`config.mk`:
```
export PLATFORM = sky130hd
export DESIGN_NAME = acc_mcu_core
export DESIGN_NICKNAME = d
export VERILOG_FILES = /design/src/rtl/acc_mcu_core.sv
export SDC_FILE = /design/constraint.sdc
export NUM_CORES = 1
export LEC_CHECK = 0
export CAP_MARGIN = 20
export CELL_PAD_IN_SITES_DETAIL_PLACEMENT = 0
export CELL_PAD_IN_SITES_GLOBAL_PLACEMENT = 1
export CORE_MARGIN = 2
export CORE_UTILIZATION = 41
export CTS_BUF_LIST = sky130_fd_sc_hd__clkbuf_16
export CTS_CLUSTER_DIAMETER = 200
export DETAILED_ROUTE_END_ITERATION = 8
export HOLD_SLACK_MARGIN = 0.12
export PLACE_DENSITY = 0.88
export SETUP_SLACK_MARGIN = 0.02
export SYNTH_ARGS = -nofsm -noshare
export SYNTH_HDL_FRONTEND = slang
export SYNTH_SLANG_ARGS = --single-unit
```
`constraint.sdc`:
```
create_clock -name clock -period 7.1 [get_ports clock]
set_clock_uncertainty 0.05 [all_clocks]
set_input_delay 1.42 -clock clock [delete_from_list [all_inputs] [get_ports clock]]
set_output_delay 1.42 -clock clock [all_outputs]
set_load 0.005 [all_outputs]
```
`src/rtl/acc_mcu_core.sv`:
```
// acc_mcu_core: minimal accumulator micro-controller with a single shared
// request/acknowledge memory port used for both instruction fetch and data.
//
// Instruction word: {op[3:0], c[AW-1:0]}, with AW = DW-4.
//   LD=0 (A=M[c])  ADD=1 (A+=M[c])  JMP=2  ST=3 (M[c]=A)  CMP=4
//   JEQ=5 (if Z)   JLT=6 (if N)     HALT=F  all other opcodes are NOPs
//
// Ports
//   clock, reset        single clock, synchronous active-high reset
//   mem_req/mem_we      request valid (held until mem_ack) / write strobe
//   mem_addr/mem_wdata  request word address / store data (always A)
//   mem_rdata/mem_ack   read data / completion, both sampled in the same cycle
//   acc, pc, flags      accumulator, program counter, {N,Z}
//   halted              high while in HALT
//
// state  | meaning
// FETCH  | read M[pc]; on ack latch the instruction and advance pc
// DECODE | resolve jumps/NOP/HALT here; memory ops move on to MEM
// MEM    | data access at c; on ack update A/flags or finish the store
// HALT   | everything frozen, no requests, until reset

module acc_mcu_core #(
  parameter int DW       = 16,
  parameter int RESET_PC = 0
) (
  input  logic          clock,
  input  logic          reset,
  output logic          mem_req,
  output logic          mem_we,
  output logic [DW-5:0] mem_addr,
  output logic [DW-1:0] mem_wdata,
  input  logic [DW-1:0] mem_rdata,
  input  logic          mem_ack,
  output logic [DW-1:0] acc,
  output logic [DW-5:0] pc,
  output logic [1:0]    flags,
  output logic          halted
);

  localparam int AW = DW - 4;
  localparam logic [AW-1:0] RESET_PC_W = AW'(RESET_PC);

  localparam logic [3:0] OP_LD   = 4'h0;
  localparam logic [3:0] OP_ADD  = 4'h1;
  localparam logic [3:0] OP_JMP  = 4'h2;
  localparam logic [3:0] OP_ST   = 4'h3;
  localparam logic [3:0] OP_CMP  = 4'h4;
  localparam logic [3:0] OP_JEQ  = 4'h5;
  localparam logic [3:0] OP_JLT  = 4'h6;
  localparam logic [3:0] OP_HALT = 4'hF;

  typedef enum logic [1:0] {
    S_FETCH  = 2'd0,
    S_DECODE = 2'd1,
    S_MEM    = 2'd2,
    S_HALT   = 2'd3
  } state_t;

  state_t        state_q, state_d;
  logic [AW-1:0] pc_q, pc_d;
  logic [DW-1:0] acc_q, acc_d;
  logic [DW-1:0] ir_q, ir_d;
  logic          n_q, n_d;
  logic          z_q, z_d;

  logic [3:0]    op;
  logic [AW-1:0] c_field;

  assign op      = ir_q[DW-1:DW-4];
  assign c_field = ir_q[AW-1:0];

  always_ff @(posedge clock) begin
    if (reset) begin
      state_q <= S_FETCH;
      pc_q    <= RESET_PC_W;
      acc_q   <= '0;
      ir_q    <= '0;
      n_q     <= 1'b0;
      z_q     <= 1'b0;
    end else begin
      state_q <= state_d;
      pc_q    <= pc_d;
      acc_q   <= acc_d;
      ir_q    <= ir_d;
      n_q     <= n_d;
      z_q     <= z_d;
    end
  end

  always_comb begin
    state_d  = state_q;
    pc_d     = pc_q;
    acc_d    = acc_q;
    ir_d     = ir_q;
    n_d      = n_q;
    z_d      = z_q;
    mem_req  = 1'b0;
    mem_we   = 1'b0;
    mem_addr = pc_q;

    case (state_q)
      S_FETCH: begin
        mem_req = 1'b1;
        if (mem_ack) begin
          ir_d    = mem_rdata;
          pc_d    = pc_q + AW'(1);
          state_d = S_DECODE;
        end
      end

      S_DECODE: begin
        // pc already points past this instruction; a taken jump replaces it.
        case (op)
          OP_JMP:  begin pc_d = c_field; state_d = S_FETCH; end
          OP_JEQ:  begin if (z_q) pc_d = c_field; state_d = S_FETCH; end
          OP_JLT:  begin if (n_q) pc_d = c_field; state_d = S_FETCH; end
          OP_LD, OP_ADD, OP_ST, OP_CMP: state_d = S_MEM;
          OP_HALT: state_d = S_HALT;
          default: state_d = S_FETCH;
        endcase
      end

      S_MEM: begin
        mem_req  = 1'b1;
        mem_addr = c_field;
        mem_we   = (op == OP_ST);
        if (mem_ack) begin
          case (op)
            OP_LD:  acc_d = mem_rdata;
            OP_ADD: acc_d = acc_q + mem_rdata;
            OP_CMP: begin
              z_d = (acc_q == mem_rdata);
              n_d = ($signed(acc_q) < $signed(mem_rdata));
            end
            default: ;
          endcase
          state_d = S_FETCH;
        end
      end

      S_HALT: ;

      default: state_d = S_FETCH;
    endcase

    // A request in flight when reset hits is dropped immediately.
    if (reset) mem_req = 1'b0;
  end

  assign mem_wdata = acc_q;
  assign acc       = acc_q;
  assign pc        = pc_q;
  assign flags     = {n_q, z_q};
  assign halted    = (state_q == S_HALT);

endmodule

```
==> impl_metrics.json <==
{
  "core_sq_um": 9109,
  "critPathKind": "input port to output pin",
  "htree_levels": 2,
  "grt.total_usage": 0.2128,
  "max_slew.worst_pin.slew_ps": 1005,
  "path_buf_inv": 3,
  "max_cap_viol_count": 0,
  "viasPerCell": 5.675,
  "cp_common_cell": "clkdlybuf4s50_1",
  "slew_viol_final": 0,
  "avgSynthCellArea_sq_um": 7.602,
  "antenna_found_initial": 0,
  "vdd_drop_max_mv": 0.08584,
  "clkTransAtPathRegs_ps": 60,
  "multi_input_area_sq_um": 2475,
  "finalWirelength_um": 10360,
  "cts_tree": "done",
  "p_per_area_nw_per_um2": 138.5,
  "ios": 80,
  "async_reset_ff_frac": 0,
  "synth_area_sq_um": 3794,
  "initial_core_util": 0.4165,
  "whs_ps": 429.3,
  "final_cell_mix": "clkdlybuf4s50_1, nand2_1, a21oi_1, dfxtp_1, nor2_1",
  "area_delta_synth_final_pct": 22.36,
  "yosysWarningCount": 0,
  "relSlewSlack": 0.3265,
  "critPathMaxFanout": 48,
  "regArea_sq_um": 960.9,
  "synth_cells": 499,
  "synth_top_area_frac": 0.2533,
  "cp.required_ps": 5630,
  "drt-wirelength-per-cell_um": 15.81,
  "ys_ff_latch": 48,
  "dr.pass1.iters": 4,
  "dp_hpwl_um": 7464,
  "fin_crit_ps": 4394,
  "cts_inserted_buffers": 5,
  "p_leak_nw": 1.787,
  "yosys.area.top_type": "dfxtp_1",
  "mostFrequentLayoutCell": "clkdlybuf4s50_1",
  "vias": 3717,
  "postCtsHoldBufs": 0,
  "grt.overflow.total": 0,
  "drive_above_1_share": 0.04779,
  "post_cts_buffers": 0,
  "core.rowCount": 35,
  "synth_flop_cell": "dfxtp_1",
  "crit_arrival_ps": 2920,
  "ys_types": 59,
  "crit_slowest_cell": "clkdlybuf4s50_1",
  "ctsResizeCount": 0,
  "die_w_um": 100.2,
  "worstSetupEndpointType": "output pin",
  "hold_violations": 0,
  "start_kind": "input port",
  "drc": 0,
  "worstPathCellList": "clkdlybuf4s50_1, buf_4, nor2_1, clkdlybuf4s50_1",
  "setup_tns_ps": 0,
  "synth.area.top_cells": "dfxtp_1, ha_1, a21oi_1",
  "ys_seq_area_frac": 0.2533,
  "fmax_mhz": 227.6,
  "die_h_um": 100.2,
  "cpLargestDelayFamily": "buffers and inverters",
  "drt_iter0_markers": 277,
  "io_buffers": 79,
  "cts_sinks": 48,
  "gp_routability_congestion": 0.9235,
  "syn_nets": 555,
  "setup_viol": 0,
  "layout.nets": 600,
  "grt_pass1_wl_um": 17380,
  "status": "finished, final reports clean",
  "antennaDiodeCount": 0,
  "clk_latency_ps": 290,
  "grt_pass1_vias": 3477,
  "slowest_delay_ps": 460,
  "cts_max_path_buffers": 2,
  "cts_root_buf": "clkbuf_16",
  "min_path_type": "register to register",
  "fin_crit_sh": 0.6189,
  "drtAntennaViolNets": 0,
  "utilization": 0.5096,
  "grt_max_degree": 49,
  "synth_edf_count": 0,
  "die_area_sq_um": 10040,
  "rsz0062_at_grt": "no",
  "fill_cells": 912
}
-- path summary, 6_finish.rpt --
check                   from  endpoint  slack [ps]  cells after the start
hold reg to reg      ir_q[0]   ir_q[0]         430                      2
setup reg to reg  state_q[0]   acc[10]        3550                      7
hold / removal       ir_q[0]   ir_q[0]         430                      2
setup / recovery       reset   mem_req        2710                      4
-- through the flow --
step	power [mW]	area, sq um	worst slack, ps	cells
2_1_floorplan	0.3680	3794	3607	499
3_5_place_dp	0.4166	4504	2702	648
6_report	0.6431	4642	2706	655
5_1_grt	0.6784	4642	2633	655
4_1_cts	0.6515	4642	2697	655
3_3_place_gp	0.4147	4504	2713	648
-- worst register-to-register path: stages, from the launching register on --
cell and delay (ps):
dfxtp_1 350, inv_1 90, ha_1 690, nand4b_1 980, nor2_1 710, o21ai_0 210, nand3b_1 220, o221ai_1 180
-- cell families after synthesis --
logic type,share of synthesized area
buf+inv,0.09433
mux,0.04354
simple gates,0.2117
xor+xnor,0.01616
compound gates,0.2569
fa+ha+maj,0.1240
flops,0.2533
-- per-layer routing --
layer | share of wire | wire length (um) | global-route usage
met5 | 0 | 0 | 0
met1 | 0.47 | 4902 | 0.3000
met2 | 0.46 | 4780 | 0.3449
met3 | 0.051 | 533 | 0.02925
met4 | 0.014 | 140 | 0.05058
-- cells in the mapped netlist, types with 2 or more instances --
cell type  count
and2_1         3
and3_1         4
nor2_1        42
or4_1          2
a211o_1        2
o221ai_1       6
nand4_1        7
nand3_1        6
o21bai_1       3
o31a_1         2
o211ai_1       3
a211oi_1       9
nand2b_1       6
dfxtp_1       48
and4_1         2
a22o_1         4
buf_1          3
mux2_2        12
o41ai_1        3
or3_1          2
xnor2_1        6
o31ai_1        7
nor4_1         4
clkbuf_1      21
inv_1         31
ha_1          36
a21oi_1       55
o21ai_1        3
nand3b_1       6
nor2b_1        8
mux2i_1        3
nor3_1         9
nand2_1       64
buf_4         18
a211oi_2       2
a221oi_1       4
a21o_1         2
a31oi_1        4
o21ai_0       24
o21a_1         4
-- area by class of cell --
class,instances,area share
multi-input cells,376,0.5332
well taps,111,0.02992
inverters,31,0.02507
clock buffers,5,0.02695
repair buffers,82,0.1752
clock inverters,2,0.002695
flip-flops and latches,48,0.2070
-- flip-flops by register name, summed over array words and instances, names as in the netlist --
register and flops:
state_q 2, z_q 1, acc 16, n_q 1
pc 12, ir_q 16
-- power breakdown --
part | internal (mW) | switching (mW)
Combinational | 0.0503 | 0.0677
Clock | 0.128 | 0.103
Sequential | 0.279 | 0.0145
Power figures use the tool's default switching activity.
